## config.mk

```make
export PLATFORM = sky130hd
export DESIGN_NAME = instruction_fetch_unit
export DESIGN_NICKNAME = d
export VERILOG_FILES = /design/src/rtl/instruction_fetch_unit.sv
export SDC_FILE = /design/constraint.sdc
export NUM_CORES = 1
export LEC_CHECK = 0
export ABC_AREA = 1
export CORE_ASPECT_RATIO = 1.2
export CORE_MARGIN = 2
export CORE_UTILIZATION = 55
export CTS_BUF_LIST = sky130_fd_sc_hd__clkbuf_4 sky130_fd_sc_hd__clkbuf_8 sky130_fd_sc_hd__clkbuf_16
export DETAILED_ROUTE_END_ITERATION = 10
export DONT_BUFFER_PORTS = 1
export PLACE_DENSITY = 0.7
export SETUP_SLACK_MARGIN = 0.05
export SLEW_MARGIN = 10
export SYNTH_ARGS = -nofsm -noshare
export SYNTH_HDL_FRONTEND = slang
export SYNTH_SLANG_ARGS = --single-unit
```

## constraint.sdc

```tcl
create_clock -name clk -period 1.7 [get_ports clk]
set_input_delay 0.34 -clock clk [delete_from_list [all_inputs] [get_ports clk]]
set_output_delay 0.34 -clock clk [all_outputs]
set_load 0.1 [all_outputs]
```

## src/rtl/instruction_fetch_unit.sv

```systemverilog
// Instruction fetch unit: owns the PC, fetches words over a req/ack memory port and pulses ir_we per delivered word.
// Optional fetch timeout is enabled by defining IFU_TIMEOUT_EN.
module instruction_fetch_unit #(
    parameter logic [31:0] RESET_PC       = 32'h0000_0000,
    parameter int unsigned TIMEOUT_CYCLES = 16
) (
    input  logic        clk,
    input  logic        reset,
    input  logic        fetch_en,
    input  logic        pc_we,
    input  logic [31:0] pc_in,
    output logic        mem_req,
    output logic [31:0] mem_addr,
    input  logic        mem_ack,
    input  logic [31:0] mem_rdata,
    output logic [31:0] instr_out,
    output logic        ir_we,
    output logic [31:0] pc_out,
    output logic        busy,
    output logic        fetch_err
);

    typedef enum logic [1:0] {
        ST_IDLE    = 2'd0,
        ST_WAIT    = 2'd1,
        ST_DELIVER = 2'd2
    } state_e;

    localparam logic [31:0] RESET_PC_ALIGNED = {RESET_PC[31:2], 2'b00};

    state_e      state_r;
    logic        squash_r;
    logic [31:0] pc_in_aligned_s;
    logic        unused_s;

    assign pc_in_aligned_s = {pc_in[31:2], 2'b00};
    assign unused_s        = ^{pc_in[1:0], (TIMEOUT_CYCLES != 32'd0)};

`ifdef IFU_TIMEOUT_EN
    localparam int unsigned TMO_W = (TIMEOUT_CYCLES > 32'd1) ? $clog2(TIMEOUT_CYCLES) : 1;
    localparam logic [TMO_W-1:0] TMO_LAST = TMO_W'(TIMEOUT_CYCLES - 32'd1);

    logic [TMO_W-1:0] tmo_cnt_r;
    logic             tmo_hit_s;

    // Timeout fires on the WAIT cycle that would make the no-ack count reach the limit.
    always_comb begin
        tmo_hit_s = 1'b0;
        if (state_r == ST_WAIT && !mem_ack && tmo_cnt_r == TMO_LAST) begin
            tmo_hit_s = 1'b1;
        end else begin
            tmo_hit_s = 1'b0;
        end
    end

    // Count WAIT cycles without an acknowledge; cleared whenever a fetch is launched.
    always_ff @(posedge clk) begin
        if (reset) begin
            tmo_cnt_r <= {TMO_W{1'b0}};
        end else if (state_r == ST_IDLE) begin
            tmo_cnt_r <= {TMO_W{1'b0}};
        end else if (state_r == ST_WAIT && !mem_ack) begin
            tmo_cnt_r <= tmo_cnt_r + {{(TMO_W-1){1'b0}}, 1'b1};
        end else begin
            tmo_cnt_r <= tmo_cnt_r;
        end
    end
`else
    logic tmo_hit_s;
    assign tmo_hit_s = 1'b0;
`endif

    // Fetch FSM with all outputs registered.
    always_ff @(posedge clk) begin
        if (reset) begin
            state_r   <= ST_IDLE;
            pc_out    <= RESET_PC_ALIGNED;
            mem_req   <= 1'b0;
            mem_addr  <= 32'h0000_0000;
            instr_out <= 32'h0000_0000;
            ir_we     <= 1'b0;
            busy      <= 1'b0;
            fetch_err <= 1'b0;
            squash_r  <= 1'b0;
        end else begin
            ir_we     <= 1'b0;
            fetch_err <= 1'b0;
            case (state_r)
                ST_IDLE: begin
                    if (fetch_en) begin
                        mem_req  <= 1'b1;
                        busy     <= 1'b1;
                        state_r  <= ST_WAIT;
                        squash_r <= 1'b0;
                        if (pc_we) begin
                            mem_addr <= pc_in_aligned_s;
                            pc_out   <= pc_in_aligned_s;
                        end else begin
                            mem_addr <= pc_out;
                        end
                    end else if (pc_we) begin
                        pc_out <= pc_in_aligned_s;
                    end else begin
                        pc_out <= pc_out;
                    end
                end
                ST_WAIT: begin
                    if (mem_ack && pc_we) begin
                        // Redirect beats the returning word.
                        mem_req  <= 1'b0;
                        busy     <= 1'b0;
                        pc_out   <= pc_in_aligned_s;
                        squash_r <= 1'b0;
                        state_r  <= ST_IDLE;
                    end else if (mem_ack) begin
                        mem_req  <= 1'b0;
                        squash_r <= 1'b0;
                        if (squash_r) begin
                            busy    <= 1'b0;
                            state_r <= ST_IDLE;
                        end else begin
                            instr_out <= mem_rdata;
                            ir_we     <= 1'b1;
                            pc_out    <= pc_out + 32'd4;
                            state_r   <= ST_DELIVER;
                        end
                    end else if (tmo_hit_s) begin
                        mem_req   <= 1'b0;
                        busy      <= 1'b0;
                        fetch_err <= 1'b1;
                        squash_r  <= 1'b0;
                        state_r   <= ST_IDLE;
                        if (pc_we) begin
                            pc_out <= pc_in_aligned_s;
                        end else begin
                            pc_out <= pc_out;
                        end
                    end else if (pc_we) begin
                        // In-flight access still completes; its word is dropped.
                        pc_out   <= pc_in_aligned_s;
                        squash_r <= 1'b1;
                    end else begin
                        pc_out <= pc_out;
                    end
                end
                ST_DELIVER: begin
                    busy    <= 1'b0;
                    state_r <= ST_IDLE;
                    if (pc_we) begin
                        pc_out <= pc_in_aligned_s;
                    end else begin
                        pc_out <= pc_out;
                    end
                end
                default: begin
                    state_r  <= ST_IDLE;
                    mem_req  <= 1'b0;
                    busy     <= 1'b0;
                    squash_r <= 1'b0;
                end
            endcase
        end
    end

endmodule

```

# == After elaboration in Yosys (flattened, before gate mapping) ==
# Index checks and enable logic that the tools add are counted.
# word_totals
regBits,102
# op_classes
addsub,1
n_eq_ne,7
mux,24
n_bitwise,5
reduce_logical,12
# ops
operator,count
two-way mux 32 bit,4
one-hot mux 32 bit (2 select lines),1
"adder 32 x 3 -> 32 bit, second input constant",1
two-way mux 1 bit,11
AND reduction 3 bit,3
two-way mux 2 bit,4
"inequality test 4 bit, second input constant",2
"inequality test 3 bit, second input constant",2
one-hot mux 1 bit (3 select lines),2
AND reduction 2 bit,3
inverter 1 bit,5
one-hot mux 2 bit (2 select lines),1
AND reduction 4 bit,1
OR reduction 4 bit,1
"equality test 2 x 1 -> 1 bit, second input constant",1
"equality test 2 bit, second input constant",1
logical NOT 2 bit,1
"inequality test 2 bit, second input constant",1
one-hot mux 1 bit (2 select lines),1
nonzero test 2 bit,1
OR reduction 2 bit,1
logical AND 1 bit,1

# == Depth between registers and ports, before layout ==
# Gate-level depths: netlist of the first run.
# logic_depth
depth_word,5
mapped_depth,11
depth_no_buf,11

# == Least setup slack after synthesis of the first run ==
# No wires, ideal clock.
# synth_timing
path_kind,register to register
start,reg pc_out[3]
end,reg pc_out[22]
setup_time_ns,0.132
t_arrival_ns,2.188
required_ns,1.568
setup_slack_ns,-0.620
path_stages_with_launch,11
n_path_buf,0
period_less_slack_ns,2.320
cell_sequence,dfxtp_1 -> ha_1 -> nand2_1 -> nor2_1 -> nand2_2 -> nor2_2 -> nand3_1 -> nand3_1 -> nand2_1 -> nand2_1 -> a21oi_1
# synth_between
elab_chain_len,5
# synth_rtl
element,line,text
"start, declared",18,"output logic [31:0] pc_out,"
"start signal, assigned",97,pc_out <= pc_in_aligned_s;
"start signal, assigned",102,pc_out <= pc_in_aligned_s;
"start signal, assigned",104,pc_out <= pc_out;
adder 32 x 3 -> 32 bit,124,pc_out <= pc_out + 32'd4;
two-way mux 32 bit,118,if (squash_r) begin
two-way mux 32 bit,115,end else if (mem_ack) begin
two-way mux 32 bit,108,if (mem_ack && pc_we) begin
one-hot mux 32 bit (2 select lines),88,case (state_r)
# No other way between the ends. The select of a mux whose other input is x is not followed.
# A chain may end at the register's enable or synchronous reset.

# == Worst setup path after layout of the first run ==
# layout_timing
start,reg pc_out[2]
end,reg pc_out[26]
# The elaborated chain is that of the path after synthesis.

==> results of run 1 <==
cells by family after synthesis:
logic type,after synthesis
adders and majority gates,1
DFF,102
buffers and inverters,101
xor gates and xnor gates,1
and+or+nand+nor,390
other,1
AOI/OAI and AO/OA,204
power by group through the flow:
| stage | Clock (uW) | Sequential [uW] | Combinational, uW |
|---|---|---|---|
| final | 2120 | 2670 | 2010 |
| after global routing | 2220 | 2680 | 2110 |
| after CTS | 2140 | 2660 | 2000 |
| after detailed placement | 0 | 2720 | 1990 |
| after global placement | 0 | 2710 | 1960 |
| after floorplan | 0 | 3800 | 523 |
what timing repair did:
| action | in CTS | in global routing |
|---|---|---|
| buffers inserted | 0 | 4 |
| setup endpoints to repair | 2 | 16 |
| pin swaps | 0 | 7 |
| hold endpoints to repair | 0 | 0 |
| resized for setup | 2 | 21 |
cell type report:
| cell class | count | area (um2) | area share |
|---|---|---|---|
| Multi-Input combinational cell | 597 | 2880 | 0.437 |
| Sequential cell | 102 | 2120 | 0.323 |
| Timing Repair Buffer | 119 | 918 | 0.139 |
| Clock buffer | 9 | 225 | 0.0342 |
| Inverter | 55 | 215 | 0.0327 |
| Tap cell | 123 | 154 | 0.0234 |
| Clock inverter | 7 | 71.3 | 0.0108 |
critical path, stage by stage, from the launching register on:
cell and delay [ps]:
dfxtp_4 400, ha_4 150, nand3_1 130, nor2_4 180, nand2_1 130, nor2_4 150, nand3_1 70, nand2_1 60
nand2_1 50, nand2_1 50, nand2_1 50, a21oi_1 120
cell usage in the layout, fill, tap and decap left out, types with 9 or more instances in the layout:
cell / n
inv_1: 48
a211oi_1: 12
dfxtp_2: 12
nor2_1: 123
o21ai_0: 79
nand3_1: 39
dfxtp_1: 72
buf_4: 117
nand2_1: 189
nor2_4: 12
nor2_2: 10
clkbuf_16: 9
a21oi_1: 68
a31oi_1: 17
dfxtp_4: 18
through the flow:
stage | hold WS [ps] | std cells | total power [uW] | setup WS (ps)
2_1_floorplan | 437 | 800 | 4330 | 50.0
3_3_place_gp | 410 | 992 | 4680 | 102
3_5_place_dp | 413 | 992 | 4710 | 76.9
4_1_cts | 45.7 | 1008 | 6800 | 73.6
5_1_grt | 51.5 | 1012 | 7020 | -18.1
6_report | 60.6 | 1012 | 6800 | 97.4
state kept, by name, indices dropped and copies added, names as in the netlist:
register	count
squash_r	1
mem_addr	32
pc_out	32
state_r	2
ir_we	1
instr_out	32
mem_req	1
busy	1
how the worst max path moves through the flow:
stage,start,end,slack (ps)
floorplan,pc_out[8],pc_out[27],50
global placement,state_r[0],pc_out[4],100
detailed placement,state_r[0],pc_out[4],80
CTS,pc_out[2],pc_out[22],70
global route,pc_out[2],pc_out[26],-20
finish,pc_out[2],pc_out[26],100
per-layer routing:
layer | vias up | global-route usage | wire (um)
met1 | 2671 | 0.373 | 6670
li1 | 2797 | - | -
met5 | - | 0 | 0
met4 | 0 | 0.141 | 595
met3 | 45 | 0.0639 | 1330
met2 | 256 | 0.540 | 8050
==> results by group, run 1 <==
Die
  – # IOs: 169
  – Core ar.: approximately 0.0094 mm2
  – FP Rows: 39
  – Die area: ~0.010 mm2
  – Die W: around 93 um
  – Starting density of the core: 0.561
  – Die Ht: 111 um

Cells and area
  – Final instance area: between 0.006 and 0.007 mm2
  – Nets: around 950
  – Share of layout cells above drive strength 1: 0.237
  – Area Growth Syn to Fin: 24.7%
  – Antenna fix cells: 0
  – Fillers: between 700 and 800
  – Final Util: 0.699

Clock tree
  – Number of CTS-inserted buffers: 9
  – Clk sinks: a little over 100
  – Reg clk slew, reported paths: around 70 ps
  – Post-CTS Hold Buffers: 0
  – CTS tree: built
  – Clk root buf: clkbuf_16
  – Clock insertion delay at the later pin of the skew report: about 350 ps
  – Clk buf depth: 2
  – H-tree depth: 3

STA
  – Sum Neg Setup Slack: 0 ps
  – Clock Skew: 13.7 ps
  – Final Cycle Share: 0.943
  – RSZ-0062 raised after global routing: yes
  – Endpoints failing setup: 0
  – Worst-margin pin slew: 641 ps
  – Slew headroom: 0.568
  – Final slew viol count: 0
  – Final hold vios: 0
  – Fmax: just over 600 MHz
  – Min Tclk post-route: roughly 1600 ps

Logic synthesis
  – Netlist cell types: 39
  – Simple-gate portion of the synthesized area: 0.307
  – Mean Syn Cell Area: 6.60 um2
  – Sequential share of the synthesized area: 0.387
  – Largest cells by area after synthesis: dfxtp_1, nand2_1, nor2_1, o21ai_0, a21oi_1
  – Share of the synthesized area in the top cell type: 0.387
  – Share of the synthesized area in compound gates (AO/OA/AOI/OAI): 0.215
  – Synth area leader: dfxtp_1
  – Post-synthesis net count: between 800 and 900
  – Post-Synth XOR/XNOR Area: 0.00166
  – Syn Std Cell Area: 0.00528 mm2
  – Ys flop type: dfxtp_1
  – Ys Warns: 0
  – Post-synthesis mux area share: 0
  – Most frequent cells after synthesis: nand2_1, nor2_1, dfxtp_1
  – Post-synthesis async set-or-reset flop share: 0
  – Post-Synth Adder-Cell Area: 0.00237
  – Number of synthesized flops with an enable pin: 0
  – Count leader, synth: nand2_1
  – Synth Instances: 800
  – Main combinational cell family by area after synthesis: simple AND/OR/NAND/NOR gates
  – Seq cells post-synth: about 100

Setup path
  – Endpoint class of the critical path: register
  – Setup CP Type: register to register
  – Terminus of the critical flop-to-flop path: pc_out[26]
  – Worst r2r path cells: 11
  – Reg2reg start: pc_out[2]
  – R2R setup slack: roughly 97 ps
  – Crit path max fanout: 6
  – Startpoint Class: register
  – WP data required: around 2000 ps
  – Crit path DAT: approximately 1900 ps

Power and ir drop
  – P_int: 4110 uW
  – Sw frac: 0.396
  – Power density over cell area: approximately 1000 mW/mm2
  – Combinational share of power: 0.296
  – Psw: roughly 2700 uW
  – Sequential share of power: 0.393
  – Clock network fraction of total power: 0.311
  – Peak supply drop: around 0.00086 V
  – Static Leakage: 0.00290 uW

Route
  – Antenna-violating nets left: 0
  – Router iterations before antenna repair: 5
  – DR iter-0 viols: approximately 470
  – DRC errors left: 0
  – Vias per inst: between 5 and 6
  – Detailed Route WL: about 17000 um
  – Via count: 5769
  – Avg WL per Cell: around 16 um

Place
  – GPL Wtd Cong: 0.921
  – HPWL after detailed placement: approximately 12000 um
  – Placed cell areas: between 0.006 and 0.007 mm2
  – IO Port Bufs: 0

Worst hold path
  – Worst Hold Depth: 1
  – Hold path endpoint: pc_out[25]
  – Worst hold path type: primary input to register
  – HP Start: reset

GRT
  – GR Util All Layers: 0.314
  – Initial antenna violation count: 0
  – Global route overflow: 0
  – Largest net degree at the start of global routing: 47
  – Vias in the first global route: ~5400
  – First-pass GRT wire length: about 26000 um

Job
  – Max Cap Viol: 0

Status
  – Status: complete, no violations
(Power assumes the default switching activity.)
==> run 2, diff against run 1 <==
Settings changed: ABC_AREA 1 to not set.
==> run 2 against run 1 <==
Area after synthesis is 6.8% lower. Sequential share of layout area is 0.75 points higher. Clock skew is 2.2 ps lower. Count of clock-buffer cells in the layout is 1 higher. Die area is 6.5% lower. Critical path depth is 5 lower. Via count is 11% lower. Utilization is 5.2 points higher. Setup slack worse by 78 ps. Non-clock buffer count is 24 higher. Global-route usage is 0.12 points lower. Largest power group unchanged.
==> results by group, run 2 <==
Clock tree
  – CTS tree: built (unchanged)
  – Clk root buf: clkbuf_8 (was clkbuf_16)
  – Number of CTS-inserted buffers: 9 (unchanged)
  – Clock insertion delay at the later pin of the skew report: 380 ps (was 350 ps)
  – Clk sinks: 102 (unchanged)
  – Reg clk slew, reported paths: 100 ps (was 70 ps)
  – Clk buf depth: 2 (unchanged)
  – H-tree depth: 3 (unchanged)

Cells and area
  – Nets: 798 (was 954)
  – Most frequent cells in the layout: buf_4, nand2_1, dfxtp_1 (was nand2_1, nor2_1, buf_4)
  – Largest regs: instr_out (32), mem_addr (32), pc_out (32) (unchanged)
  – Final Util: 0.752 (was 0.699)
  – Fillers: 667 (was 793)
  – Share of layout cells above drive strength 1: 0.308 (was 0.237)
  – Area Growth Syn to Fin: 32.2% (was 24.7%)
  – Most common cell after layout, fill and taps aside: buf_4 (was nand2_1)
  – Final instance area: 0.00651 mm2 (was 0.00658 mm2)
  – Antenna fix cells: 0 (unchanged)

Die
  – FP Rows: 37 (was 39)
  – Starting density of the core: 0.568 (was 0.561)
  – Die area: 0.00972 mm2 (was 0.0104 mm2)
  – Die W: 90.3 um (was 93.4 um)
  – # IOs: 169 (unchanged)
  – Die Ht: 108 um (was 111 um)
  – Core ar.: 0.00866 mm2 (was 0.00942 mm2)

Power and ir drop
  – Overall Power: 6150 uW (was 6800 uW)
  – Combinational share of power: 0.279 (was 0.296)
  – Power density over cell area: 945 mW/mm2 (was 1030 mW/mm2)
  – Sequential share of power: 0.427 (was 0.393)
  – Psw: 2320 uW (was 2690 uW)
  – Peak supply drop: 0.000643 V (was 0.000863 V)
  – Sw frac: 0.376 (was 0.396)
  – Static Leakage: 0.00261 uW (was 0.00290 uW)
  – P_int: 3830 uW (was 4110 uW)
  – Clock network fraction of total power: 0.294 (was 0.311)

Logic synthesis
  – Most frequent cells after synthesis: nand2_1, dfxtp_1, nor2_1 (was nand2_1, nor2_1, dfxtp_1)
  – Ys Warns: 0 (unchanged)
  – Mean Syn Cell Area: 7.94 um2 (was 6.60 um2)
  – Post-synthesis net count: 690 (was 870)
  – Sequential share of the synthesized area: 0.415 (was 0.387)
  – Count leader, synth: nand2_1 (unchanged)
  – Ys flop type: dfxtp_1 (unchanged)
  – Number of synthesized flops with an enable pin: 0 (unchanged)
  – Netlist cell types: 66 (was 39)
  – Post-synthesis async set-or-reset flop share: 0 (unchanged)
  – Synth Instances: 620 (was 800)
  – Share of the synthesized area in the top cell type: 0.415 (was 0.387)
  – Largest cells by area after synthesis: dfxtp_1, nand2_1, nor2_1, a21oi_1, mux2i_1 (was dfxtp_1, nand2_1, nor2_1, o21ai_0, a21oi_1)
  – Syn Std Cell Area: 0.00492 mm2 (was 0.00528 mm2)
  – Seq cells post-synth: 102 (unchanged)
  – Synth area leader: dfxtp_1 (unchanged)

STA
  – Final slew viol count: 0 (unchanged)
  – Clock Skew: 11.5 ps (was 13.7 ps)
  – Final hold vios: 0 (unchanged)
  – Endpoints failing setup: 0 (unchanged)
  – Setup ws final: 19.1 ps (was 97.4 ps)
  – Min Tclk post-route: 1680 ps (was 1600 ps)
  – RSZ-0062 raised after global routing: yes (unchanged)
  – Sum Neg Setup Slack: 0 ps (unchanged)
  – Final Cycle Share: 0.989 (was 0.943)
  – Fmax: 595 MHz (was 624 MHz)

Route
  – Avg WL per Cell: 18.4 um (was 16.4 um)
  – DR iter-0 viols: 293 (was 472)
  – Vias per inst: 6.02 (was 5.70)
  – Router iterations before antenna repair: 5 (unchanged)
  – Antenna-violating nets left: 0 (unchanged)
  – Detailed Route WL: 15600 um (was 16600 um)
  – Via count: 5114 (was 5769)
  – DRC errors left: 0 (unchanged)

Setup path
  – Critical-path cell list: ha_4 -> and4_4 -> and3_4 -> nand4_1 -> and3_1 -> or3_1 (was ha_4 -> nand3_1 -> nor2_4 -> nand2_1 -> nor2_4 -> nand3_1 -> nand2_1 -> nand2_1 -> nand2_1 -> nand2_1 -> a21oi_1)
  – Max stage delay on crit path: 400 ps (about the same)
  – WP buf/inv: 0 (unchanged)
  – Crit path max fanout: 5 (was 6)
  – Startpoint Class: register (unchanged)
  – Crit-path slowest cell: dfxtp_4 (unchanged)
  – CP top delay family: simple AND/OR/NAND/NOR gates (unchanged)
  – WP data required: 1960 ps (was 1980 ps)
  – Endpoint class of the critical path: register (unchanged)
  – Crit path DAT: 1940 ps (was 1880 ps)
  – Setup CP Type: register to register (unchanged)

Job
  – Max Cap Viol: 0 (unchanged)

GRT
  – GR Util All Layers: 0.313 (was 0.314)
  – Global route overflow: 0 (unchanged)
  – Largest net degree at the start of global routing: 99 (was 47)
  – Vias in the first global route: 4994 (was 5388)
  – Initial antenna violation count: 0 (unchanged)
  – First-pass GRT wire length: 24400 um (was 26100 um)

Place
  – HPWL after detailed placement: 10800 um (was 11700 um)
  – Place WS: -81.9 ps (was 76.9 ps)
  – Placed cell areas: 0.00604 mm2 (was 0.00617 mm2)
  – GPL Wtd Cong: 0.885 (was 0.921)
  – IO Port Bufs: 0 (unchanged)

Status
  – Status: complete, no violations (unchanged)

Worst hold path
  – Worst hold path type: primary input to register (unchanged)
run 2: layout make-up:
class                      instances  area, um2  share of cell area
clock buffer                      10        149              0.0229
clock inverter                     6       90.1              0.0138
inverter                          11       41.3             0.00635
multi-input combinational        461       2800               0.430
sequential                       102       2150               0.330
tap                              117        146              0.0225
timing repair buffer             143       1130               0.174
run 2: logic make-up after synthesis:
group,Yosys count,synth area share
adders and majority gates,1,0.00254
and+or+nand+nor,287,0.281
other,1,0.000762
buffers and inverters,57,0.0501
DFF,102,0.415
AOI/OAI and AO/OA,149,0.203
muxes,23,0.0470
run 2: per-stage QoR:
step | hold slack, ps | instances
6_report | 30.7 | 850
5_1_grt | 14.2 | 850
4_1_cts | 12.9 | 842
3_5_place_dp | 417 | 822
3_3_place_gp | 414 | 822
2_1_floorplan | 472 | 620
run 2: worst paths after layout:
check | startpoint | end | slack, ps | depth (start not counted)
hold reg to reg | instr_out[4] | instr_out[4] | 460 | 2
setup reg to reg | pc_out[3] | pc_out[28] | 20 | 6
hold / removal | reset | mem_addr[26] | 30 | 1
setup / recovery | pc_out[3] | pc_out[28] | 20 | 6
run 2: routing by layer:
layer  GRT usage  share of wire  up-vias  wire length [um]
li1            -              -     2444                 -
met1       0.374           0.41     2421              6410
met2       0.540           0.49      226              7700
met3      0.0910          0.082       23              1280
met4       0.105          0.015        0               232
met5           0              0        -                 0
run 2: power groups by stage:
| stage | Clock, uW | Combinational (uW) | Sequential, uW |
|---|---|---|---|
| 3_3_place_gp | 0 | 1660 | 2670 |
| 3_5_place_dp | 0 | 1680 | 2680 |
| 5_1_grt | 1910 | 1800 | 2640 |
| 6_report | 1810 | 1720 | 2630 |
| 2_1_floorplan | 0 | 434 | 3620 |
| 4_1_cts | 1820 | 1680 | 2620 |
run 2: timing repair:
action	in CTS	in global routing
setup endpoints to repair	52	49
hold endpoints to repair	0	1
resized for setup	2	27
pin swaps	3	5
setup buffers	4	6
gates cloned	0	1
hold buffers	0	1
